[src/rtl/frame_rx_pkg.sv]
// Shared constants for the UART receive framing decoder: control bytes,
// FSM state encodings and fault codes.
package frame_rx_pkg;

   localparam logic [7:0] SOH = 8'h01;
   localparam logic [7:0] STX = 8'h02;
   localparam logic [7:0] ETX = 8'h03;
   localparam logic [7:0] EOT = 8'h04;

   typedef enum logic [2:0] {
      ST_IDLE    = 3'd0,
      ST_HDR     = 3'd1,
      ST_PAYLOAD = 3'd2,
      ST_TRL     = 3'd3,
      ST_DRAIN   = 3'd4
   } state_t;

   localparam logic [2:0] ERR_BAD_HDR  = 3'd1;
   localparam logic [2:0] ERR_OVERFLOW = 3'd2;
   localparam logic [2:0] ERR_BAD_TRL  = 3'd3;
   localparam logic [2:0] ERR_RESYNC   = 3'd4;
   localparam logic [2:0] ERR_TIMEOUT  = 3'd5;
   localparam logic [2:0] ERR_DROPPED  = 3'd6;

endpackage

[src/rtl/frame_rx_buf.sv]
// Payload buffer for frame_rx: MAX_LEN x 8 register file, one synchronous
// write port and one combinational read port.
module frame_rx_buf #(
   parameter int MAX_LEN = 16,
   parameter int ADDR_W  = 4
) (
   input  logic              CLK,
   input  logic              wr_en,
   input  logic [ADDR_W-1:0] wr_addr,
   input  logic [7:0]        wr_data,
   input  logic [ADDR_W-1:0] rd_addr,
   output logic [7:0]        rd_data
);

   logic [7:0] mem [MAX_LEN];

   always_ff @(posedge CLK) begin
      if (wr_en) begin
         mem[wr_addr] <= wr_data;
      end
   end

   assign rd_data = mem[rd_addr];

endmodule

[src/rtl/frame_rx.sv]
// Receive-side framing decoder: SOH STX payload ETX EOT, buffered payload
// streamed out on valid/ready. Optional inter-byte timeout via FRAME_RX_TIMEOUT_EN.
//
// state      | meaning
// -----------+-----------------------------------------------
// ST_IDLE    | hunting for SOH, other bytes dropped silently
// ST_HDR     | SOH seen, expecting STX
// ST_PAYLOAD | storing payload bytes until ETX
// ST_TRL     | ETX seen, expecting EOT
// ST_DRAIN   | streaming buffered payload to downstream
module frame_rx
   import frame_rx_pkg::*;
#(
   parameter int MAX_LEN     = 16,
   parameter int LEN_W       = 5,
   parameter int TIMEOUT_CYC = 1_000_000
) (
   input  logic             CLK,
   input  logic             RST_N,
   input  logic [7:0]       recv_data,
   input  logic             vald_data,
   output logic [7:0]       out_data,
   output logic             out_valid,
   input  logic             out_ready,
   output logic             out_last,
   output logic             frame_vld,
   output logic [LEN_W-1:0] frame_len,
   output logic             err,
   output logic [2:0]       err_code,
   output logic             busy
);

   localparam int               ADDR_W  = (MAX_LEN > 1) ? $clog2(MAX_LEN) : 1;
   localparam logic [LEN_W-1:0] LEN_MAX = LEN_W'(MAX_LEN);

   state_t           state, state_nxt;
   logic [LEN_W-1:0] wr_ptr, wr_ptr_nxt;
   logic [LEN_W-1:0] rd_ptr, rd_ptr_nxt;
   logic [LEN_W-1:0] frame_len_nxt;
   logic             frame_vld_nxt;
   logic             err_nxt;
   logic [2:0]       err_code_nxt;
   logic             wr_en;
   logic [7:0]       rd_data;
   logic             timeout_hit;

   frame_rx_buf #(
      .MAX_LEN (MAX_LEN),
      .ADDR_W  (ADDR_W)
   ) u_buf (
      .CLK     (CLK),
      .wr_en   (wr_en),
      .wr_addr (wr_ptr[ADDR_W-1:0]),
      .wr_data (recv_data),
      .rd_addr (rd_ptr[ADDR_W-1:0]),
      .rd_data (rd_data)
   );

`ifdef FRAME_RX_TIMEOUT_EN
   localparam int             TMO_W    = (TIMEOUT_CYC > 1) ? $clog2(TIMEOUT_CYC) : 1;
   localparam logic [TMO_W-1:0] TMO_LAST = TMO_W'(TIMEOUT_CYC - 1);

   logic [TMO_W-1:0] idle_cnt;
   logic             tmo_run;

   assign tmo_run     = (state == ST_HDR) || (state == ST_PAYLOAD) || (state == ST_TRL);
   assign timeout_hit = tmo_run && !vald_data && (idle_cnt == TMO_LAST);

   always_ff @(posedge CLK or negedge RST_N) begin
      if (!RST_N) begin
         idle_cnt <= '0;
      end else if (!tmo_run || vald_data || timeout_hit) begin
         idle_cnt <= '0;
      end else begin
         idle_cnt <= idle_cnt + TMO_W'(1);
      end
   end
`else
   // Without the counter the block waits forever; this term is constant 0.
   assign timeout_hit = (TIMEOUT_CYC < 0);
`endif

   assign busy      = (state != ST_IDLE);
   assign out_valid = (state == ST_DRAIN);
   assign out_data  = out_valid ? rd_data : 8'h00;
   assign out_last  = out_valid && (rd_ptr == frame_len - LEN_W'(1));

   always_comb begin
      state_nxt     = state;
      wr_ptr_nxt    = wr_ptr;
      rd_ptr_nxt    = rd_ptr;
      frame_len_nxt = frame_len;
      frame_vld_nxt = 1'b0;
      err_nxt       = 1'b0;
      err_code_nxt  = err_code;
      wr_en         = 1'b0;

      case (state)
         ST_IDLE: begin
            if (vald_data && recv_data == SOH) begin
               state_nxt = ST_HDR;
            end
         end
         ST_HDR: begin
            if (vald_data) begin
               if (recv_data == STX) begin
                  state_nxt  = ST_PAYLOAD;
                  wr_ptr_nxt = '0;
               end else begin
                  state_nxt    = ST_IDLE;
                  err_nxt      = 1'b1;
                  err_code_nxt = ERR_BAD_HDR;
               end
            end
         end
         ST_PAYLOAD: begin
            if (vald_data) begin
               if (recv_data == ETX) begin
                  state_nxt = ST_TRL;
               end else if (recv_data == SOH) begin
                  state_nxt    = ST_HDR;
                  err_nxt      = 1'b1;
                  err_code_nxt = ERR_RESYNC;
               end else if (wr_ptr < LEN_MAX) begin
                  wr_en      = 1'b1;
                  wr_ptr_nxt = wr_ptr + LEN_W'(1);
               end else begin
                  state_nxt    = ST_IDLE;
                  err_nxt      = 1'b1;
                  err_code_nxt = ERR_OVERFLOW;
               end
            end
         end
         ST_TRL: begin
            if (vald_data) begin
               if (recv_data == EOT) begin
                  frame_vld_nxt = 1'b1;
                  frame_len_nxt = wr_ptr;
                  rd_ptr_nxt    = '0;
                  state_nxt     = (wr_ptr == '0) ? ST_IDLE : ST_DRAIN;
               end else begin
                  state_nxt    = ST_IDLE;
                  err_nxt      = 1'b1;
                  err_code_nxt = ERR_BAD_TRL;
               end
            end
         end
         ST_DRAIN: begin
            // Stream handshake and incoming bytes are independent here.
            if (out_ready) begin
               if (out_last) begin
                  state_nxt  = ST_IDLE;
                  rd_ptr_nxt = '0;
               end else begin
                  rd_ptr_nxt = rd_ptr + LEN_W'(1);
               end
            end
            if (vald_data && recv_data == SOH) begin
               err_nxt      = 1'b1;
               err_code_nxt = ERR_DROPPED;
            end
         end
         default: begin
            state_nxt = ST_IDLE;
         end
      endcase

      if (timeout_hit) begin
         state_nxt    = ST_IDLE;
         err_nxt      = 1'b1;
         err_code_nxt = ERR_TIMEOUT;
      end
   end

   always_ff @(posedge CLK or negedge RST_N) begin
      if (!RST_N) begin
         state     <= ST_IDLE;
         wr_ptr    <= '0;
         rd_ptr    <= '0;
         frame_len <= '0;
         frame_vld <= 1'b0;
         err       <= 1'b0;
         err_code  <= '0;
      end else begin
         state     <= state_nxt;
         wr_ptr    <= wr_ptr_nxt;
         rd_ptr    <= rd_ptr_nxt;
         frame_len <= frame_len_nxt;
         frame_vld <= frame_vld_nxt;
         err       <= err_nxt;
         err_code  <= err_code_nxt;
      end
   end

endmodule
[config.mk]
export PLATFORM = sky130hd
export DESIGN_NAME = frame_rx
export DESIGN_NICKNAME = d
export VERILOG_FILES = /design/src/rtl/frame_rx_pkg.sv /design/src/rtl/frame_rx_buf.sv /design/src/rtl/frame_rx.sv
export SDC_FILE = /design/constraint.sdc
export NUM_CORES = 1
export LEC_CHECK = 0
export ABC_AREA = 1
export BUFFER_PORTS_ARGS = -buffer_cell sky130_fd_sc_hd__buf_2
export CORE_ASPECT_RATIO = 0.8
export CORE_MARGIN = 4
export CORE_UTILIZATION = 40
export CTS_CLUSTER_SIZE = 24
export DETAILED_ROUTE_END_ITERATION = 6
export GPL_TIMING_DRIVEN = 0
export HOLD_SLACK_MARGIN = 0.15
export PLACE_DENSITY = 0.53
export SETUP_SLACK_MARGIN = 0.15
export SYNTH_ARGS = -nofsm -noshare
export SYNTH_HDL_FRONTEND = slang
export SYNTH_SLANG_ARGS = --single-unit
[constraint.sdc]
create_clock -name CLK -period 3.9 [get_ports CLK]
set_input_delay 0.78 -clock CLK [delete_from_list [all_inputs] [get_ports CLK]]
set_output_delay 0.78 -clock CLK [all_outputs]
set_load 0.1 [all_outputs]
==> results of run 1 <==
per-stage QoR:
step | utilization [%] | hold WS (ns) | setup slack, ns
2_1_floorplan | - | 0.484 | 0.135
3_3_place_gp | 43.5 | 0.456 | 0.583
3_5_place_dp | 43.5 | 0.459 | 0.532
4_1_cts | 47.1 | 0.355 | 0.473
5_1_grt | 47.1 | 0.370 | 0.303
6_report | 47.1 | 0.338 | 0.488
power by group through the flow:
stage	clock network (mW)	logic (mW)	registers, mW
after CTS	1.71	0.267	1.79
after detailed placement	0	0.266	1.82
final	1.69	0.265	1.79
after global placement	0	0.262	1.82
after floorplan	0	0.132	1.88
after global routing	1.79	0.291	1.79
layout by cell type, fill, tap and decap left out, types with 2 or more instances in the layout:
| master | Yosys | layout |
|---|---|---|
| sky130_fd_sc_hd__dfrtp_1 | 23 | 23 |
| sky130_fd_sc_hd__nand2_1 | 111 | 111 |
| sky130_fd_sc_hd__nand4_1 | 4 | 4 |
| sky130_fd_sc_hd__inv_1 | 39 | 39 |
| sky130_fd_sc_hd__o21ai_0 | 81 | 81 |
| sky130_fd_sc_hd__bufinv_16 | 0 | 4 |
| sky130_fd_sc_hd__a21oi_1 | 12 | 12 |
| sky130_fd_sc_hd__ha_1 | 6 | 6 |
| sky130_fd_sc_hd__buf_4 | 6 | 6 |
| sky130_fd_sc_hd__o21ai_2 | 6 | 6 |
| sky130_fd_sc_hd__o211ai_1 | 16 | 16 |
| sky130_fd_sc_hd__clkbuf_16 | 0 | 17 |
| sky130_fd_sc_hd__nor2_2 | 2 | 3 |
| sky130_fd_sc_hd__buf_6 | 2 | 2 |
| sky130_fd_sc_hd__clkbuf_1 | 8 | 13 |
| sky130_fd_sc_hd__nor2_1 | 140 | 139 |
| sky130_fd_sc_hd__nand3_2 | 2 | 2 |
| sky130_fd_sc_hd__nor2_4 | 3 | 3 |
| sky130_fd_sc_hd__clkinv_2 | 0 | 2 |
| sky130_fd_sc_hd__xor2_1 | 4 | 4 |
| sky130_fd_sc_hd__edfxtp_1 | 128 | 128 |
| sky130_fd_sc_hd__o21ai_1 | 7 | 7 |
| sky130_fd_sc_hd__clkinv_1 | 2 | 3 |
| sky130_fd_sc_hd__nand2_2 | 6 | 6 |
| sky130_fd_sc_hd__buf_2 | 11 | 42 |
| sky130_fd_sc_hd__nand3_1 | 34 | 34 |
| sky130_fd_sc_hd__inv_2 | 5 | 5 |
critical path, delay by kind of cell (launching register included):
family,cells,cell delay [ns]
buffers and inverters,3,1.01
AO/OA/AOI/OAI,3,0.62
flip-flops,1,0.45
AND/OR/NAND/NOR,1,0.13
kinds of logic after synthesis:
family / Yosys count
flip-flops: 151
adder cells (fa/ha/maj): 6
XOR/XNOR: 4
buffers and inverters: 73
AND/OR/NAND/NOR: 305
AO/OA/AOI/OAI: 122
final timing paths:
check	startpoint	slack (ns)	depth (start not counted)	to
setup / recovery	rd_ptr[1]	0.49	7	out_data[1]
hold / removal	RST_N	0.34	1	err
setup reg to reg	state[2]	1.37	7	u_buf.mem[1][6]
hold reg to reg	err_code[0]	0.47	2	err_code[0]
max in group asynchronous	RST_N	3.19	1	frame_vld
min in group CLK	err_code[0]	0.47	2	err_code[0]
routing by layer:
metal  track usage, %  share of wire, %  up-vias
met2             27.4                44      120
met5                0                 0        -
met4             6.85               2.4        0
met3             3.75               4.7       26
li1                 -                 -     2350
met1             26.8                48     2339
final cells by class:
type / instances / share of cell area [%]
sequential: 151 / 56.5
inverter: 46 / 2.21
clock buffer: 22 / 5.68
multi-input combinational: 437 / 26.2
clock inverter: 9 / 1.92
buffer: 27 / 1.95
timing repair buffer: 31 / 1.98
tap: 220 / 3.52
registers in the layout, summed over array words and instances, names as in the netlist:
register / count
rd_ptr: 5
err: 1
frame_vld: 1
wr_ptr: 5
u_buf.mem: 128
err_code: 3
frame_len: 5
state: 3
==> impl_summary.log, run 1 <==
[metrics] post-synthesis xor/xnor area fraction: 0.516%
[metrics] Post-Layout Cell Count: 943
[metrics] antenna violations before repair: 0
[metrics] IO Port Bufs: 31
[metrics] Rel. slew slack: 44.0%
[metrics] Synth Area in Compound Gates: about a tenth
[metrics] count of distinct cell types in the synthesized netlist: 27
[metrics] cell-internal power: 2.88 mW
[metrics] arithmetic-cell share of the synthesized area counting full adders, half adders and majority gates: around 1.1%
[metrics] Initial Utilization: 40.9%
[metrics] register bit total from synthesis: roughly 150
[metrics] fraction of synthesized area in multiplexers: 0%
[metrics] Finished Cell Area: 0.00782 mm^2
[metrics] slowest cell delay on critical path: 0.46 ns
[metrics] Sink Count: between 150 and 200
[metrics] RSZ-0062 raised after global routing: false
[metrics] maximum number of pins on one net before global-route repair: 24
[metrics] post-CTS setup buffer count: 0
[metrics] Detail Route Antenna Nets: 0
[metrics] Post-Syn Instances: approximately 660
[metrics] switching fraction of total power: 23.0%
[metrics] routed via count divided by cell count: 5.13
[metrics] highest net fanout along the worst path: 10
[metrics] status: finished, final reports clean
[metrics] crit-path cells: buf_2, buf_2, o21ai_0, o211ai_1, nand3_1, a21oi_1, buf_2
[metrics] fraction of final layout cells sized beyond drive strength 1: 14.0%
[metrics] net count after synthesis: 679
[metrics] total wirelength of the detailed-routed design: about 17 mm
[metrics] row count: 42
[metrics] clock power share: 45.1%
[metrics] Clock Latency Late Sink: between 0.4 and 0.5 ns
[metrics] Antenna diodes: 0
[metrics] first-pass GRT wire length: 26.8 mm
[metrics] # hold bufs at CTS: 0
[metrics] Yosys top cell by area: sky130_fd_sc_hd__edfxtp_1
[metrics] worst-case clock buffer depth: 2
[metrics] number of nets in the final layout: 729
[metrics] clock root cell: sky130_fd_sc_hd__clkbuf_16
[metrics] Final Slew Violations: 0
[metrics] area enclosed by the die boundary: 0.0191 mm^2
[metrics] placeable core area: 0.0166 mm^2
[metrics] Period Utilization, post-route: between 80% and 90%
[metrics] final routed wire length divided by cell count: 18.2 um
[metrics] Setup Total Neg Slack: 0 ns
[metrics] total routing resource utilization after global routing: 18.4%
[metrics] First DRT Iteration DRCs: around 350
[metrics] most instantiated cells after synthesis: sky130_fd_sc_hd__nor2_1, sky130_fd_sc_hd__edfxtp_1, sky130_fd_sc_hd__nand2_1
[metrics] portion of total power attributed to sequential cells: 47.9%
[metrics] Peak Freq: slightly below 0.3 GHz
[metrics] vias in the first global route: around 4700
[metrics] Setup Viol. Count Final: 0
[metrics] number of enable flip-flop cells after synthesis: ~130
[metrics] Top Ports: 33
[metrics] fraction of registers with async set/reset: 15.2%
[metrics] routed via count: ~4800
[metrics] sort of element at the end of the critical path: output pin
[metrics] critical path class: reg2out
[metrics] crit start category: flop
[metrics] worst ir drop on vdd: 0.000315 V
[metrics] dominant cell by count in the synthesized netlist: sky130_fd_sc_hd__nor2_1
[metrics] DRC violations left: 0
[metrics] total power consumption of the routed design: 3.74 mW
[metrics] # H-tree levels: 4
[metrics] total power per unit cell area: around 480 mW/mm^2
[metrics] number of warnings printed during yosys synthesis: 0
[metrics] Net Switching: ~0.86 mW
[metrics] dominant combinational cell family by area after synthesis: simple AND/OR/NAND/NOR gates
[metrics] Initial DRT Pass Iterations: 5
[metrics] fraction of the yosys area taken by sequential cells: 65.1%
[metrics] standard cell area after detailed placement: just over 0.007 mm^2
[metrics] worst hold-check path type: in2async
[metrics] cell with the largest stage delay on the worst path: sky130_fd_sc_hd__buf_2
[metrics] data required time of the worst path: 3.12 ns
[metrics] TritonCTS Buffers: 17
[metrics] final weighted congestion in routability-driven placement: slightly above 0.8
[metrics] Die Height: 125 um
[metrics] total of max-cap violations: 0
[metrics] Layout Skew: 0.00781 ns
[metrics] final hold vios: 0
[metrics] area taken by multi-input logic gates: 0.00205 mm^2
[metrics] Placed Cells incl. Taps: 912
[metrics] area added between synthesis and finish: 15.1%
[metrics] Register Area: around 0.0044 mm^2
[metrics] count of cells resized by post-cts repair: 0
[metrics] clock-pin transition on the worst setup and hold timing paths: ~0.060 ns
[metrics] simple-gate area share of the yosys netlist: about a fifth
[metrics] Worst EP arrival: 2.63 ns
[metrics] power share of the combinational group: approximately 7%
[metrics] cell with the most instances on the worst path: sky130_fd_sc_hd__buf_2
[metrics] static leakage power: 3.03 nW
[metrics] synth top area cells: sky130_fd_sc_hd__edfxtp_1, sky130_fd_sc_hd__dfrtp_1, sky130_fd_sc_hd__nor2_1
[metrics] die outline width: 154 um
[metrics] most frequently used flop master after synthesis: sky130_fd_sc_hd__edfxtp_1
[metrics] transition time at the pin with the least slew margin: 0.837 ns
[metrics] fraction of synthesized cell area taken by the top area cell type: 56.6%
[metrics] dpl hpwl: 11.6 mm
[metrics] remaining global-route overflow: 0
[metrics] average size of a mapped cell: 10.3 um^2
[metrics] cell area after synthesis: roughly 0.0068 mm^2
[metrics] fillers: about 1600
[metrics] clock tree from TritonCTS: built
[metrics] fin crit period: 3.41 ns
Power figures use the tool's default switching activity.
==> run 2, diff against run 1 <==
--- a/config.mk
+++ b/config.mk
@@ -5,7 +5,6 @@
 export SDC_FILE = /design/constraint.sdc
 export NUM_CORES = 1
 export LEC_CHECK = 0
-export ABC_AREA = 1
 export BUFFER_PORTS_ARGS = -buffer_cell sky130_fd_sc_hd__buf_2
 export CORE_ASPECT_RATIO = 0.8
 export CORE_MARGIN = 4
==> run 2 against run 1 <==
Clock power up 7%. Sequential power about the same. Worst hold slack gained 0.011 ns. Clock-buffer cell count fell by 1. Total power up 24%. Register-to-register slack lost 0.32 ns. Synthesized cell count decreased by 41%. Largest cell class unchanged. Largest power group unchanged. Highest routed layer unchanged.
==> impl_summary.log, run 2 <==
[metrics] status: finished, final reports clean
[metrics] net count after synthesis: 406
[metrics] dpl hpwl: 9.94 mm
[metrics] DRC violations left: 0
[metrics] number of nets in the final layout: approximately 460
[metrics] # H-tree levels: 4
[metrics] number of enable flip-flop cells after synthesis: between 100 and 150
[metrics] fraction of registers with async set/reset: approximately 15%
[metrics] post-synthesis xor/xnor area fraction: under 10%
[metrics] worst-case clock buffer depth: 2
[metrics] clock power share: 38.9%
[metrics] cell with the largest stage delay on the worst path: sky130_fd_sc_hd__clkbuf_1
[metrics] Post-Syn Instances: 388
[metrics] Peak Freq: 0.276 GHz
[metrics] fraction of synthesized area in multiplexers: 13.7%
[metrics] highest-count cells in the layout ignoring fill and taps: sky130_fd_sc_hd__edfxtp_1, sky130_fd_sc_hd__buf_2, sky130_fd_sc_hd__mux4_2
[metrics] count of distinct cell types in the synthesized netlist: 61
[metrics] fraction of synthesized cell area taken by the top area cell type: approximately three fifths
[metrics] total routing resource utilization after global routing: 17.3%
[metrics] most common library cell in the layout ignoring fill and taps: sky130_fd_sc_hd__edfxtp_1
[metrics] dominant combinational cell family by area after synthesis: multiplexers
[metrics] worst ir drop on vdd: around 0.0005 V
[metrics] Net Switching: between 1 and 1.5 mW
[metrics] fraction of final layout cells sized beyond drive strength 1: 30.4%
[metrics] fin crit period: 3.63 ns
[metrics] antenna violations before repair: 0
[metrics] remaining global-route overflow: 0
[metrics] clock tree from TritonCTS: built
[metrics] Antenna diodes: 0
[metrics] final weighted congestion in routability-driven placement: 0.777
[metrics] crit start category: flop
[metrics] Finished Cell Area: 0.00770 mm^2
[metrics] number of buffers and inverters on the critical path: 3
[metrics] cell area after synthesis: 0.00658 mm^2
[metrics] routed via count: 3589
[metrics] Rel. slew slack: 40.0%
[metrics] portion of total power attributed to sequential cells: 38.9%
[metrics] standard cell area after detailed placement: just over 0.007 mm^2
[metrics] average size of a mapped cell: 16.9 um^2
[metrics] highest net fanout along the worst path: 10
[metrics] final hold vios: 0
[metrics] Detail Route Antenna Nets: 0
[metrics] Setup Slack @ Placement: 0.486 ns
[metrics] Top Ports: 33
[metrics] maximum number of pins on one net before global-route repair: 25
[metrics] Yosys top cell by area: sky130_fd_sc_hd__edfxtp_1
[metrics] Die Height: 123 um
[metrics] slowest cell delay on critical path: 0.51 ns
[metrics] sort of element at the end of the critical path: output pin
[metrics] Initial DRT Pass Iterations: 4
[metrics] Initial Utilization: roughly 41%
[metrics] Sink Count: about 150
[metrics] Layout Skew: 0.00604 ns
[metrics] Clock Latency Late Sink: 0.41 ns
[metrics] Worst EP arrival: 2.85 ns
[metrics] vias in the first global route: between 3000 and 4000
[metrics] cell with the most instances on the worst path: sky130_fd_sc_hd__buf_2
[metrics] final hold slack: ~0.35 ns
[metrics] critical path class: reg2out
[metrics] total of max-cap violations: 0
[metrics] Final Slew Violations: 0
[metrics] simple-gate area share of the yosys netlist: 8.91%
[metrics] power share of the combinational group: ~22%
[metrics] area enclosed by the die boundary: 0.0186 mm^2
[metrics] placeable core area: ~0.016 mm^2
[metrics] dominant cell by count in the synthesized netlist: sky130_fd_sc_hd__edfxtp_1
[metrics] static leakage power: approximately 2.6 nW
[metrics] Post-Layout Cell Count: 666
[metrics] Setup Viol. Count Final: 0
[metrics] post-layout worst setup margin: 0.274 ns
[metrics] TritonCTS Buffers: 17
[metrics] switching fraction of total power: between 20% and 30%
[metrics] clock-pin transition on the worst setup and hold timing paths: around 0.06 ns
[metrics] total power per unit cell area: 601 mW/mm^2
[metrics] transition time at the pin with the least slew margin: 0.896 ns
[metrics] synth top area cells: sky130_fd_sc_hd__edfxtp_1, sky130_fd_sc_hd__mux4_2, sky130_fd_sc_hd__dfrtp_1
[metrics] RSZ-0062 raised after global routing: false
[metrics] fraction of the yosys area taken by sequential cells: about 67%
[metrics] final routed wire length divided by cell count: 22.4 um
[metrics] clock root cell: sky130_fd_sc_hd__clkbuf_16
[metrics] Synth Area in Compound Gates: around 5.7%
[metrics] total wirelength of the detailed-routed design: 14.9 mm
[metrics] flip-flop count of the largest register after layout: 128
[metrics] worst hold-check path type: in2async
[metrics] data required time of the worst path: 3.12 ns
[metrics] final core utilization: 48.2%
[metrics] die outline width: ~150 um
[metrics] most instantiated cells after synthesis: sky130_fd_sc_hd__edfxtp_1, sky130_fd_sc_hd__mux4_2, sky130_fd_sc_hd__nor2_1
[metrics] IO Port Bufs: 31
[metrics] area added between synthesis and finish: 17.1%
[metrics] First DRT Iteration DRCs: 296
[metrics] most frequently used flop master after synthesis: sky130_fd_sc_hd__edfxtp_1
[metrics] cell-internal power: 3.40 mW
[metrics] register bit total from synthesis: 151
[metrics] largest register by flop count: u_buf.mem
[metrics] total power consumption of the routed design: 4.63 mW
[metrics] Period Utilization, post-route: 93.0%
[metrics] cell type group with the largest total delay on the critical path: buffers and inverters
[metrics] number of warnings printed during yosys synthesis: 0
[metrics] row count: ~40
[metrics] first-pass GRT wire length: 22.6 mm
[metrics] routed via count divided by cell count: 5.39
[metrics] crit-path cells: clkbuf_1, buf_2, mux2i_1, a211oi_2, buf_2
[metrics] arithmetic-cell share of the synthesized area counting full adders, half adders and majority gates: 1.14%
[metrics] Placed Cells incl. Taps: approximately 630
[metrics] Setup Total Neg Slack: 0 ns
==> run 2: repair_timing <==
item / CTS / global route
gates resized for setup: 3 / 3
setup endpoints to repair: 8 / 7
hold buffers: 0 / 0
buffers inserted: 0 / 0
==> run 2: cell families (layout without fill, tap and decap cells) <==
logic type | Yosys count | after routing
DFF | 151 | 151
muxes | 48 | 48
adders and majority gates | 6 | 6
and+or+nand+nor | 96 | 96
buffers and inverters | 31 | 94
AOI/OAI and AO/OA | 48 | 48
xor gates and xnor gates | 8 | 8
==> run 2: cell type report <==
class                   count  area, um^2
clock inverters            11         203
multi-input cells         206        2050
well taps                 215         269
repair buffers             31         160
inverters                   9        33.8
plain buffers              22         123
flip-flops and latches    151        4420
fillers                  1394        8260
clock buffers              21         440
==> run 2: path summary, 6_finish.rpt <==
path                           start          endpoint  slack, ns  cells after the start
setup reg to reg            state[0]  u_buf.mem[12][7]       1.05                      7
min in group CLK           rd_ptr[4]         rd_ptr[4]       0.52                      1
hold / removal                 RST_N       err_code[1]       0.35                      1
setup / recovery           rd_ptr[2]       out_data[7]       0.27                      5
hold reg to reg            rd_ptr[4]         rd_ptr[4]       0.52                      1
max in group asynchronous      RST_N         rd_ptr[0]       3.17                      1
==> run 2: per-layer routing <==
metal	vias to the layer above	GRT usage, %	part of all wire, %
met4	0	4.93	1.0
li1	1641	-	-
met3	15	3.91	4.7
met5	-	0	0
met2	78	26.3	48
met1	1855	25.1	47
==> run 2: power by group through the flow <==
| stage | logic (mW) | clock network [mW] | registers [mW] |
|---|---|---|---|
| after global routing | 1.11 | 1.90 | 1.80 |
| final | 1.03 | 1.80 | 1.80 |
| after detailed placement | 1.04 | 0 | 1.83 |
| after floorplan | 0.733 | 0 | 1.85 |
| after global placement | 1.04 | 0 | 1.83 |
| after CTS | 1.05 | 1.83 | 1.80 |
